$ cat config.mk
export PLATFORM = sky130hd
export DESIGN_NAME = iterative_shift_unit
export DESIGN_NICKNAME = d
export VERILOG_FILES = /design/src/rtl/shift_pkg.sv /design/src/rtl/shift_amount_sel.sv /design/src/rtl/iterative_shift_unit.sv
export SDC_FILE = /design/constraint.sdc
export NUM_CORES = 1
export LEC_CHECK = 0
export ABC_AREA = 1
export CAP_MARGIN = 10
export CORE_UTILIZATION = 35
export CTS_CLUSTER_SIZE = 16
export DETAILED_ROUTE_END_ITERATION = 16
export DONT_BUFFER_PORTS = 1
export PLACE_DENSITY = 0.55
export RECOVER_POWER = 25
export SETUP_SLACK_MARGIN = 0.05
export SLEW_MARGIN = 30
export SYNTH_ARGS = -nofsm -noshare
export SYNTH_HDL_FRONTEND = slang
export SYNTH_HIERARCHICAL = 1
export SYNTH_SLANG_ARGS = --single-unit
$ cat constraint.sdc
create_clock -name clk -period 3.6 [get_ports clk]
set_clock_uncertainty 0.05 [all_clocks]
set_input_delay 0.54 -clock clk [delete_from_list [all_inputs] [get_ports clk]]
set_output_delay 0.54 -clock clk [all_outputs]
set_load 0.01 [all_outputs]
$ cat src/rtl/shift_pkg.sv
`default_nettype none
// ============================================================================
//  Module   : shift_pkg
//  Purpose  : Shared funct encodings, operation/state enums and decode helpers
//             for the iterative shift unit.
//  Revision : 1.0 - initial release
// ============================================================================
package shift_pkg;

    // Instruction funct field encodings for the supported shift operations
    localparam logic [5:0] c_FUNCT_SLL  = 6'b000000;
    localparam logic [5:0] c_FUNCT_SRL  = 6'b000010;
    localparam logic [5:0] c_FUNCT_SRA  = 6'b000011;
    localparam logic [5:0] c_FUNCT_SLLV = 6'b000100;
    localparam logic [5:0] c_FUNCT_SRLV = 6'b000110;
    localparam logic [5:0] c_FUNCT_SRAV = 6'b000111;

    // Decoded operation
    typedef enum logic [2:0] {
        SLL     = 3'd0,
        SRL     = 3'd1,
        SRA     = 3'd2,
        SLLV    = 3'd3,
        SRLV    = 3'd4,
        SRAV    = 3'd5,
        ILLEGAL = 3'd6
    } op_e;

    // Control FSM states
    typedef enum logic [1:0] {
        ST_IDLE  = 2'd0,
        ST_SHIFT = 2'd1,
        ST_DONE  = 2'd2
    } state_e;

    // Map a funct field onto an operation; anything unknown is ILLEGAL
    function automatic op_e decode_funct(input logic [5:0] funct);
        op_e op;
        case (funct)
            c_FUNCT_SLL:  op = SLL;
            c_FUNCT_SRL:  op = SRL;
            c_FUNCT_SRA:  op = SRA;
            c_FUNCT_SLLV: op = SLLV;
            c_FUNCT_SRLV: op = SRLV;
            c_FUNCT_SRAV: op = SRAV;
            default:      op = ILLEGAL;
        endcase
        return op;
    endfunction

endpackage
`default_nettype wire

$ cat src/rtl/shift_amount_sel.sv
`default_nettype none
// ============================================================================
//  Module   : shift_amount_sel
//  Purpose  : Picks the effective shift amount: the immediate for the
//             immediate forms, the register value (clamped to WIDTH-1 when it
//             is out of range) for the variable forms.
//  Revision : 1.0 - initial release
// ============================================================================
module shift_amount_sel
    import shift_pkg::*;
#(
    parameter int WIDTH = 32,
    localparam int SHW  = $clog2(WIDTH)
) (
    input  op_e              i_op,
    input  logic [SHW-1:0]   i_shamt_imm,
    input  logic [WIDTH-1:0] i_reg_amt,
    output logic [SHW-1:0]   o_amt
);

    // Any set bit above the amount field means the register value is >= WIDTH
    logic w_reg_over;
    assign w_reg_over = |i_reg_amt[WIDTH-1:SHW];

    // Amount mux; WIDTH is a power of two so all-ones equals WIDTH-1
    always_comb begin
        o_amt = '0;
        case (i_op)
            SLL, SRL, SRA:    o_amt = i_shamt_imm;
            SLLV, SRLV, SRAV: o_amt = w_reg_over ? {SHW{1'b1}} : i_reg_amt[SHW-1:0];
            default:          o_amt = '0;
        endcase
    end

endmodule
`default_nettype wire

$ cat src/rtl/iterative_shift_unit.sv
`default_nettype none
// ============================================================================
//  Module   : iterative_shift_unit
//  Purpose  : Multi-cycle shifter for SLL/SRL/SRA and their variable forms.
//             Shifts at most STEP bit positions per cycle, pulses done for one
//             cycle with the result, and holds the result until the next done.
//  Revision : 1.0 - initial release
// ============================================================================
module iterative_shift_unit
    import shift_pkg::*;
#(
    parameter int WIDTH = 32,
    parameter int STEP  = 1,
    localparam int SHW  = $clog2(WIDTH)
) (
    input  logic             clk,
    input  logic             reset,
    input  logic             start,
    input  logic [5:0]       funct,
    input  logic [SHW-1:0]   shamt_imm,
    input  logic [WIDTH-1:0] reg_amt,
    input  logic [WIDTH-1:0] operand,
    output logic             busy,
    output logic             done,
    output logic [WIDTH-1:0] result,
    output logic             illegal
);

    // Remaining count is one bit wider so STEP == WIDTH is representable
    localparam logic [SHW:0] c_STEP = (SHW+1)'(STEP);

    state_e           r_state;
    op_e              r_op;
    logic [WIDTH-1:0] r_work;
    logic [SHW:0]     r_remaining;
    logic             r_fill;
    logic [WIDTH-1:0] r_result;
    logic             r_busy;
    logic             r_done;
    logic             r_illegal;

    op_e              w_op;
    logic [SHW-1:0]   w_amt;
    logic [SHW:0]     w_step;
    logic [SHW:0]     w_rem_next;
    logic [WIDTH-1:0] w_fill_mask;
    logic [WIDTH-1:0] w_work_next;

    assign w_op = decode_funct(funct);

    shift_amount_sel #(
        .WIDTH (WIDTH)
    ) u_amount_sel (
        .i_op        (w_op),
        .i_shamt_imm (shamt_imm),
        .i_reg_amt   (reg_amt),
        .o_amt       (w_amt)
    );

    // Bits moved this cycle: min(STEP, remaining)
    assign w_step      = (r_remaining < c_STEP) ? r_remaining : c_STEP;
    assign w_rem_next  = r_remaining - w_step;
    // Ones in the top w_step positions, used for arithmetic sign fill
    assign w_fill_mask = ~({WIDTH{1'b1}} >> w_step);

    // One shift step of the working register according to the captured op
    always_comb begin
        w_work_next = r_work;
        case (r_op)
            SLL, SLLV: w_work_next = r_work << w_step;
            SRL, SRLV: w_work_next = r_work >> w_step;
            SRA, SRAV: w_work_next = (r_work >> w_step) | (r_fill ? w_fill_mask : '0);
            default:   w_work_next = r_work;
        endcase
    end

    // Control FSM and datapath registers; outputs are registered alongside state
    always_ff @(posedge clk or negedge reset) begin
        if (!reset) begin
            r_state     <= ST_IDLE;
            r_op        <= SLL;
            r_work      <= '0;
            r_remaining <= '0;
            r_fill      <= 1'b0;
            r_result    <= '0;
            r_busy      <= 1'b0;
            r_done      <= 1'b0;
            r_illegal   <= 1'b0;
        end else begin
            case (r_state)
                ST_SHIFT: begin
                    // start is ignored while shifting
                    r_work      <= w_work_next;
                    r_remaining <= w_rem_next;
                    if (w_rem_next == '0) begin
                        r_state  <= ST_DONE;
                        r_busy   <= 1'b0;
                        r_done   <= 1'b1;
                        r_result <= w_work_next;
                    end
                end
                default: begin
                    // IDLE and DONE both accept a new request
                    r_done    <= 1'b0;
                    r_illegal <= 1'b0;
                    if (start) begin
                        r_op        <= w_op;
                        r_work      <= operand;
                        r_fill      <= operand[WIDTH-1];
                        r_remaining <= {1'b0, w_amt};
                        if ((w_op == ILLEGAL) || (w_amt == '0)) begin
                            // Nothing to shift: finish immediately with operand
                            r_state     <= ST_DONE;
                            r_done      <= 1'b1;
                            r_illegal   <= (w_op == ILLEGAL);
                            r_result    <= operand;
                            r_remaining <= '0;
                        end else begin
                            r_state <= ST_SHIFT;
                            r_busy  <= 1'b1;
                        end
                    end else begin
                        r_state <= ST_IDLE;
                    end
                end
            endcase
        end
    end

    assign busy    = r_busy;
    assign done    = r_done;
    assign result  = r_result;
    assign illegal = r_illegal;

endmodule
`default_nettype wire

Yosys cells after proc, flatten, opt, wreduce, memory -nomap -nowiden
Cells that the tools add are included.

cells by class
  add/subtract/negate cells = 1
  $lt $le $gt $ge = 1
  equality and inequality tests = 19
  shift-type cells = 3
  mux-type cells = 29
  bitwise logic cells = 3
  reduce and logical (&&, ||, !) cells = 17

operators by type and width
  cell                   number
  $mux 32                7
  $pmux 32 s3            1
  $not 32->32            1
  $or 32x32->32          1
  $shl 32x6->32          1
  $shr 32x6->32          1
  $shr 32x6->32 const A  1
  $reduce_or 27->1       1
  $eq 6x3->1 const B     3
  $mux 6                 3
  $pmux 3 s6             1
  $eq 3x3->1 const B     5
  $eq 3x2->1 const B     4
  $eq 6x2->1 const B     2
  $logic_not 6->1        2
  $mux 1                 10
  $mux 5                 2
  $pmux 5 s2             1
  $mux 2                 4
  $eq 3x1->1 const B     2
  $logic_not 3->1        2
  $lt 6x1->1 const B     1
  $reduce_and 3->1       2
  $reduce_or 2->1        3
  other kinds (10)       12

word-level totals
  flip-flop bits (word level) = 79
  bits of input ports = 78
  word-level logic and storage cells = 82

Depth between registers and ports, before layout
Gate-level depths: netlist of the first run.

  word-level depth = 10
  gate-level depth with buffers = 21
  mapped depth without buffers = 20

Modules after synthesis
Netlist of the first run, hierarchy kept.

modules (own cells, without submodules)
  module                instances  cells each  area an instance (um^2)  seq. area each (um^2)
  iterative_shift_unit  1          708         4728.3                   1951.9
  shift_amount_sel      1          72          301.5                    0.0

Worst setup path before layout of the first run
OpenSTA, ideal clock, no wires.

  kind = input to register
  start = input funct[3]
  end = register r_result[5] (netlist: result[5])
  library setup time = 117 ps
  data arrival time = 2273 ps
  setup slack = 1161 ps
  stages on the path = 17
  buffers on the path = 1
  cells stage by stage = nor2_1 > nand3_1 > nand4_2 > nand3_1 > nand2_1 > inv_2 > nor2_4 > inv_2 > o21ai_0 > a21oi_1 > nor3_1 > nand2_1 > nand2_2 > nand2_4 > buf_2 > nand3_1 > nand2_1

between the ends
  word-level cells in the longest chain between the ends = 9

RTL lines
  item                                      RTL line                     text
  from (decl)                               iterative_shift_unit.sv:19   input logic [5:0] funct,
  $eq 6x3->1, or another cell as far along  shift_pkg.sv:39              case (funct)
  $pmux 3 s6 *                              shift_pkg.sv:39
  via w_op[1]                               iterative_shift_unit.sv:42   op_e w_op;
  $eq 3x2->1, or another cell as far along  shift_amount_sel.sv:28       case (i_op)
  $reduce_or 3->1                           shift_amount_sel.sv:28
  $pmux 5 s2 *                              shift_amount_sel.sv:28
  via w_amt[2]                              iterative_shift_unit.sv:43   logic [SHW-1:0] w_amt;
  $logic_not 5->1 *                         iterative_shift_unit.sv:111  if ((w_op == ILLEGAL) || (w_amt == '0)) begin
  $logic_or 1x1->1 *                        iterative_shift_unit.sv:111
  $reduce_bool 2->1 (no line) *             -
  $reduce_and 3->1 (no line) *              -
  to (signal assigned)                      iterative_shift_unit.sv:99   r_result <= w_work_next;
  to (signal assigned)                      iterative_shift_unit.sv:116  r_result <= operand;
  to (decl)                                 iterative_shift_unit.sv:37   logic [WIDTH-1:0] r_result;

Mark *: on every way through the listed nets, which the timed path passes. The rest lies on a longest branch.
A chain may end at the register's enable or synchronous reset.

Final worst setup path of the first run
  start = input funct[3]
  end = register r_result[31] (netlist: result[31])

Same word-level chain as after synthesis.

==> results of run 1 <==
[power by group through the flow]
stage	combinational, W	sequential, W	clock (W)
detailed placement	0.000500	0.00113	0
CTS	0.000524	0.00112	0.000961
finish	0.000519	0.00111	0.000938
floorplan	0.000440	0.00110	0
global route	0.000603	0.00113	0.000996
global placement	0.000484	0.00113	0
[through the flow]
step	power [W]	area [um^2]
3_5_place_dp	0.001630	5056
3_3_place_gp	0.001613	5056
2_1_floorplan	0.001544	5030
6_report	0.002571	5364
4_1_cts	0.002602	5386
5_1_grt	0.002734	5364
[flip-flops by register name, indices dropped and copies added (netlist names)]
| signal | count |
|---|---|
| r_work | 32 |
| result | 32 |
| r_remaining | 6 |
| r_op | 3 |
| r_state | 2 |
| busy | 1 |
| illegal | 1 |
| r_fill | 1 |
[cells by family after synthesis]
| family | Yosys count | share of synthesized area (%) |
|---|---|---|
| AOI/OAI and AO/OA | 24 | 2.513 |
| xor gates and xnor gates | 1 | 0.1742 |
| adders and majority gates | 1 | 0.2487 |
| buffers and inverters | 142 | 12.44 |
| DFF | 78 | 38.81 |
| and+or+nand+nor | 534 | 45.82 |
[cell type report]
class	instances	area, um^2
Clock buffer	13	260.3
Tap cell	180	225.2
Clock inverter	3	42.54
Timing Repair Buffer	6	42.54
Multi-Input combinational cell	560	2455
Sequential cell	78	1952
Inverter	103	386.6
Fill cell	1495	8571
[path summary, 6_finish.rpt]
path                                               end  slack (ns)  depth (start not counted)
min in group asynchronous       result[24]$_DFFE_PN0P_        0.70                          1
worst min-delay path                r_fill$_DFFE_PN0P_        0.26                          2
worst max-delay path            result[31]$_DFFE_PN0P_        0.64                         17
worst min register to register  r_work[15]$_DFFE_PN0N_        0.43                          2
max in group asynchronous       r_work[14]$_DFFE_PN0N_        1.65                          1
worst max register to register  result[31]$_DFFE_PN0P_        0.71                         11
[worst max-delay path, cell delays in order]
cell	delay, ns
nor2_1	0.17
nand3_1	0.16
nand4_2	0.20
nand3_1	0.14
nand2_1	0.11
inv_2	0.04
nor2_4	0.15
inv_2	0.07
o21ai_0	0.15
a21oi_1	0.09
nor3_1	0.19
nand2_1	0.09
nand2_2	0.10
nand2_4	0.26
nand2_4	0.43
nand2_1	0.19
nand2_1	0.09
[metal layers]
layer	GRT usage (%)	vias to the layer above	share of wire, %
met1	24.71	2112	48
met2	29.63	120	45
li1	-	2360	-
met3	5.384	12	5.9
met4	6.404	0	1.3
met5	0	-	0
[cells in the final DEF, fill, tap and decap left out, drive strengths merged, types with 2 or more instances in the layout]
cell / netlist / final
nand3: 84 / 84
nand2: 381 / 381
clkbuf: 8 / 14
buf: 31 / 5
inv: 103 / 103
a21oi: 10 / 10
o21ai: 11 / 11
nand4: 32 / 32
nor3: 2 / 2
dfrtp: 78 / 78
nor2: 34 / 34
==> impl_metrics.ini, run 1 <==
[clock_network]
cts_resized = 0
cts_hold_buf = 1
cts_buffers = 9
clock_latency_ns = 0.35
cts_max_level = 3
postCtsSetupBuffers = 0
cts_root_buf = clkbuf_16
path_clk_slew_ns = 0.06
cts_tree = yes
cts_buffer_depth = 2
clock_sinks = 78

[timing]
tightest_slew_ns = 1.962
hold_violations = 0
slew_headroom_pct = -30.82
fmax_mhz = 337.5
fin_ws_ns = 0.6371
worst_hold_slack_ns = 0.2606
slew_viol_final = 79
rsz0062_at_grt = false
period_needed_ns = 2.963
tns_ns = 0
period_share_pct = 82.30
setup_viol = 0

[placed_design]
dp_hpwl_mm = 8.665
pre_cts_ws_ns = 0.3458
port-buffer-count = 0
gp_congestion = 0.8251
dp.cells = 926

[drt]
avgRoutedWirePerCell_um = 13.99
drc = 0
wirelength_mm = 13.19
via_per_inst = 4.882
via_count = 4604
dr.pass1.iters = 5
drtIter0Drc = 250
ant_nets = 0

[logic_synthesis]
synthFlopType = dfrtp_1
synth-seq-cells = 78
yosys.area.top_type = dfrtp_1
synthTopCellsByArea = dfrtp_1 (39%), nand2_1 (28%), nand3_1 (8.2%)
yosysWarnings = 6
yosys.area.top_type_share_pct = 38.81
ys_seq_area_share_pct = 38.81
postSynth.asyncResetShare_pct = 100.0
synth_nets = 859
synth_cells = 780
yosysMostFrequentCell = nand2_1
ys_types = 29
synth_edf_count = 0
syn_avg_cell_area_um2 = 6.448
netlist_area_um2 = 5030
synth_common_cells = nand2_1 (375), inv_1 (97), nand3_1 (82), dfrtp_1 (78), nand4_1 (30)

[setup_path]
crit_start = funct[3]
cp-start-kind = input port
crit_required_ns = 3.83
r2r-start = r_remaining[2]$_DFFE_PN0N_
crit_path_end_kind = flop
crit_type = in -> reg
path_max_fanout = 33
critPathArrivalTime_ns = 3.20

[power]
pwr-share-clk_pct = 36.5
p_per_area_nw_per_um2 = 479.3
vdd_ir_drop_max_uv = 264.2
seq_power_share_pct = 43.3
intPower_w = 0.001723
p_sw_share_pct = 32.96
p_sw_w = 0.0008474
cellLeakagePower_nw = 3.085
combPwrFrac_pct = 20.2

[global_route]
grt.overflow.total = 0
grt_pass1_wl_mm = 21.72
antenna_found_initial = 0
grt_max_degree = 79
grtUsageTotal_pct = 18.87
grt_pass1_vias = 4427

[layout]
final_core_util_pct = 38.49
diodes = 0
syn_to_final_growth_pct = 6.642
drive_above_1_share_pct = 6.291
final_nets = 837
fin_cells = 943

[die]
die_x_um = 121.9
dieArea_um2 = 14850
ios = 113
die_h_um = 121.9
start_util_pct = 36.10
num_rows = 43
fp.coreArea_um2 = 13930

[worst_hold_path]
hp-class = in -> reg
min_from = operand[31]

[run_status]
status = complete, but fails checks
violations = max-capacitance violations, max-slew violations

[run]
cap_violations = 1
(Power assumes the default switching activity.)
==> run 2: changes to the inputs <==
--- a/config.mk
+++ b/config.mk
@@ -11,7 +11,7 @@
 export CTS_CLUSTER_SIZE = 16
 export DETAILED_ROUTE_END_ITERATION = 16
 export DONT_BUFFER_PORTS = 1
-export PLACE_DENSITY = 0.55
+export PLACE_DENSITY = 0.57
 export RECOVER_POWER = 25
 export SETUP_SLACK_MARGIN = 0.05
 export SLEW_MARGIN = 30
==> constraint.sdc (replaced) <==
create_clock -name clk -period 2.6 [get_ports clk]
set_clock_uncertainty 0.05 [all_clocks]
set_input_delay 0.39 -clock clk [delete_from_list [all_inputs] [get_ports clk]]
set_output_delay 0.39 -clock clk [all_outputs]
set_load 0.01 [all_outputs]
==> run 2 against run 1 <==
  * The run now ends clean
  * Sequential power up 39%
  * Design area up 1.4%
  * Sequential cell count unchanged
  * Clock-buffer cell count unchanged
  * Die area unchanged
  * Worst hold slack worse by 0.14 ns
  * Core utilization up 0.56 points
  * First-iteration DRC count down 11%
  * Non-clock buffer count up 8
  * Sequential share of layout area down 0.52 points
  * Clock power up 39%
==> impl_metrics.ini, run 2 (synthesized netlist as in run 1, its figures left out) <==
[drt]
drtIter0Drc = 222
via_per_inst = 4.773
dr.pass1.iters = 4
drc = 0
wirelength_mm = 12.68
via_count = 4539
avgRoutedWirePerCell_um = 13.33
ant_nets = 0

[setup_path]
crit_required_ns = 2.83
worst-path-buf-inv = 2
crit_path_top_delay_cell = buf_4
critPathArrivalTime_ns = 2.47
max_stage_delay_ns = 0.49
crit_type = reg -> reg
cp_cell_sequence = nor2_2 > nand3_2 > buf_4 > nand2_4 > buf_4 > nand2_1 > nand4_1 > nand2_1 > nand2_1 > nand2_1
cp-start-kind = flop
path_max_fanout = 64
crit_path_end_kind = flop
cpLargestDelayFamily = simple AND/OR/NAND/NOR gates
crit_top_cell = nand2_1

[die]
fp.coreArea_um2 = 13930
num_rows = 43
start_util_pct = 36.10
die_h_um = 121.9
die_x_um = 121.9
dieArea_um2 = 14850
ios = 113

[timing]
fmax_mhz = 447.5
tns_ns = 0
setup_viol = 0
hold_violations = 0
tightest_slew_ns = 1.079
period_needed_ns = 2.235
slew_headroom_pct = 28.07
rsz0062_at_grt = false
period_share_pct = 85.94
worst_hold_slack_ns = 0.1179
slew_viol_final = 0

[run_status]
status = finished clean

[placed_design]
dp_hpwl_mm = 8.456
port-buffer-count = 0
gp_congestion = 0.7717

[clock_network]
clock_sinks = 78
cts_root_buf = clkbuf_16
cts_buffers = 9
cts_max_level = 3
clock_latency_ns = 0.34
path_clk_slew_ns = 0.06
cts_tree = yes
cts_resized = 0
postCtsSetupBuffers = 0
cts_hold_buf = 2
cts_buffer_depth = 2

[worst_hold_path]
hp-class = in -> reg

[layout]
layout_common_cells = nand2_1 (375), inv_1 (97), nand3_1 (82), dfrtp_1 (78), nand4_1 (30)
seq_area_um2 = 1952
drive_above_1_share_pct = 7.134
final_core_util_pct = 39.05
final_common_cell = nand2_1
multiInputGateArea_um2 = 2455
syn_to_final_growth_pct = 8.184
nFillCells = 1535
final_nets = 845
diodes = 0

[global_route]
grt_max_degree = 79
antenna_found_initial = 0
grtUsageTotal_pct = 18.27
grt_pass1_wl_mm = 21.16
grt.overflow.total = 0
grt_pass1_vias = 4384

[power]
p_per_area_nw_per_um2 = 653.2
cellLeakagePower_nw = 3.127
vdd_ir_drop_max_uv = 340.8

[run]
cap_violations = 0
-- run 2: cell types whose count changed in the layout (fill, tap and decap cells not counted) --
cell,change
buf_4,+6
clkbuf_2,-1
dlygate4sd3_1,+1
buf_12,+1
clkbuf_4,+1
-- run 2: where the power goes --
part	total [W]	internal [W]	switching (W)
Combinational	0.000718	0.000223	0.000496
Sequential	0.00154	0.00138	0.000160
Clock	0.00130	0.000795	0.000501
Total	0.00355	0.00240	0.00116
-- run 2: final timing paths --
path	start	end	slack, ns	cells after the start
hold / removal	operand[31]	r_fill$_DFFE_PN0P_	0.12	2
setup / recovery	r_remaining[3]$_DFFE_PN0N_	result[8]$_DFFE_PN0P_	0.37	10
setup reg to reg	r_remaining[3]$_DFFE_PN0N_	result[8]$_DFFE_PN0P_	0.37	10
max in group asynchronous	reset	result[11]$_DFFE_PN0P_	1.05	2
hold reg to reg	r_work[16]$_DFFE_PN0N_	r_work[16]$_DFFE_PN0N_	0.43	2
min in group asynchronous	reset	result[23]$_DFFE_PN0P_	0.77	2
-- run 2: area by class of cell --
cell class	count	share of cell area [%]
inverter	103	7.105
tap	180	4.139
clock buffer	13	4.783
timing repair buffer	14	2.207
sequential	78	35.87
clock inverter	3	0.7818
multi-input combinational	560	45.11
-- run 2: worst register-to-register path: stages, from the launching register on --
cell	delay [ns]
dfrtp_1	0.41
nor2_2	0.07
nand3_2	0.08
buf_4	0.49
nand2_4	0.35
buf_4	0.28
nand2_1	0.07
nand4_1	0.12
nand2_1	0.11
nand2_1	0.06
nand2_1	0.08
-- run 2: per-layer routing --
metal	vias to the layer above	GRT usage (%)	part of all wire [%]
met1	2060	24.43	47
met3	7	4.026	6.0
met5	-	0	0
met2	97	29.27	46
met4	0	5.633	0.89
li1	2375	-	-
-- run 2: stage by stage --
step | worst slack, ns | power [W] | cell area, um^2 | std cells
2_1_floorplan | 0.3105 | 0.002138 | 5030 | 780
5_1_grt | 0.1171 | 0.003783 | 5441 | 951
4_1_cts | 0.3832 | 0.003607 | 5461 | 951
6_report | 0.3654 | 0.003555 | 5441 | 951
3_5_place_dp | 0.08799 | 0.002262 | 5121 | 933
3_3_place_gp | 0.1224 | 0.002259 | 5121 | 933
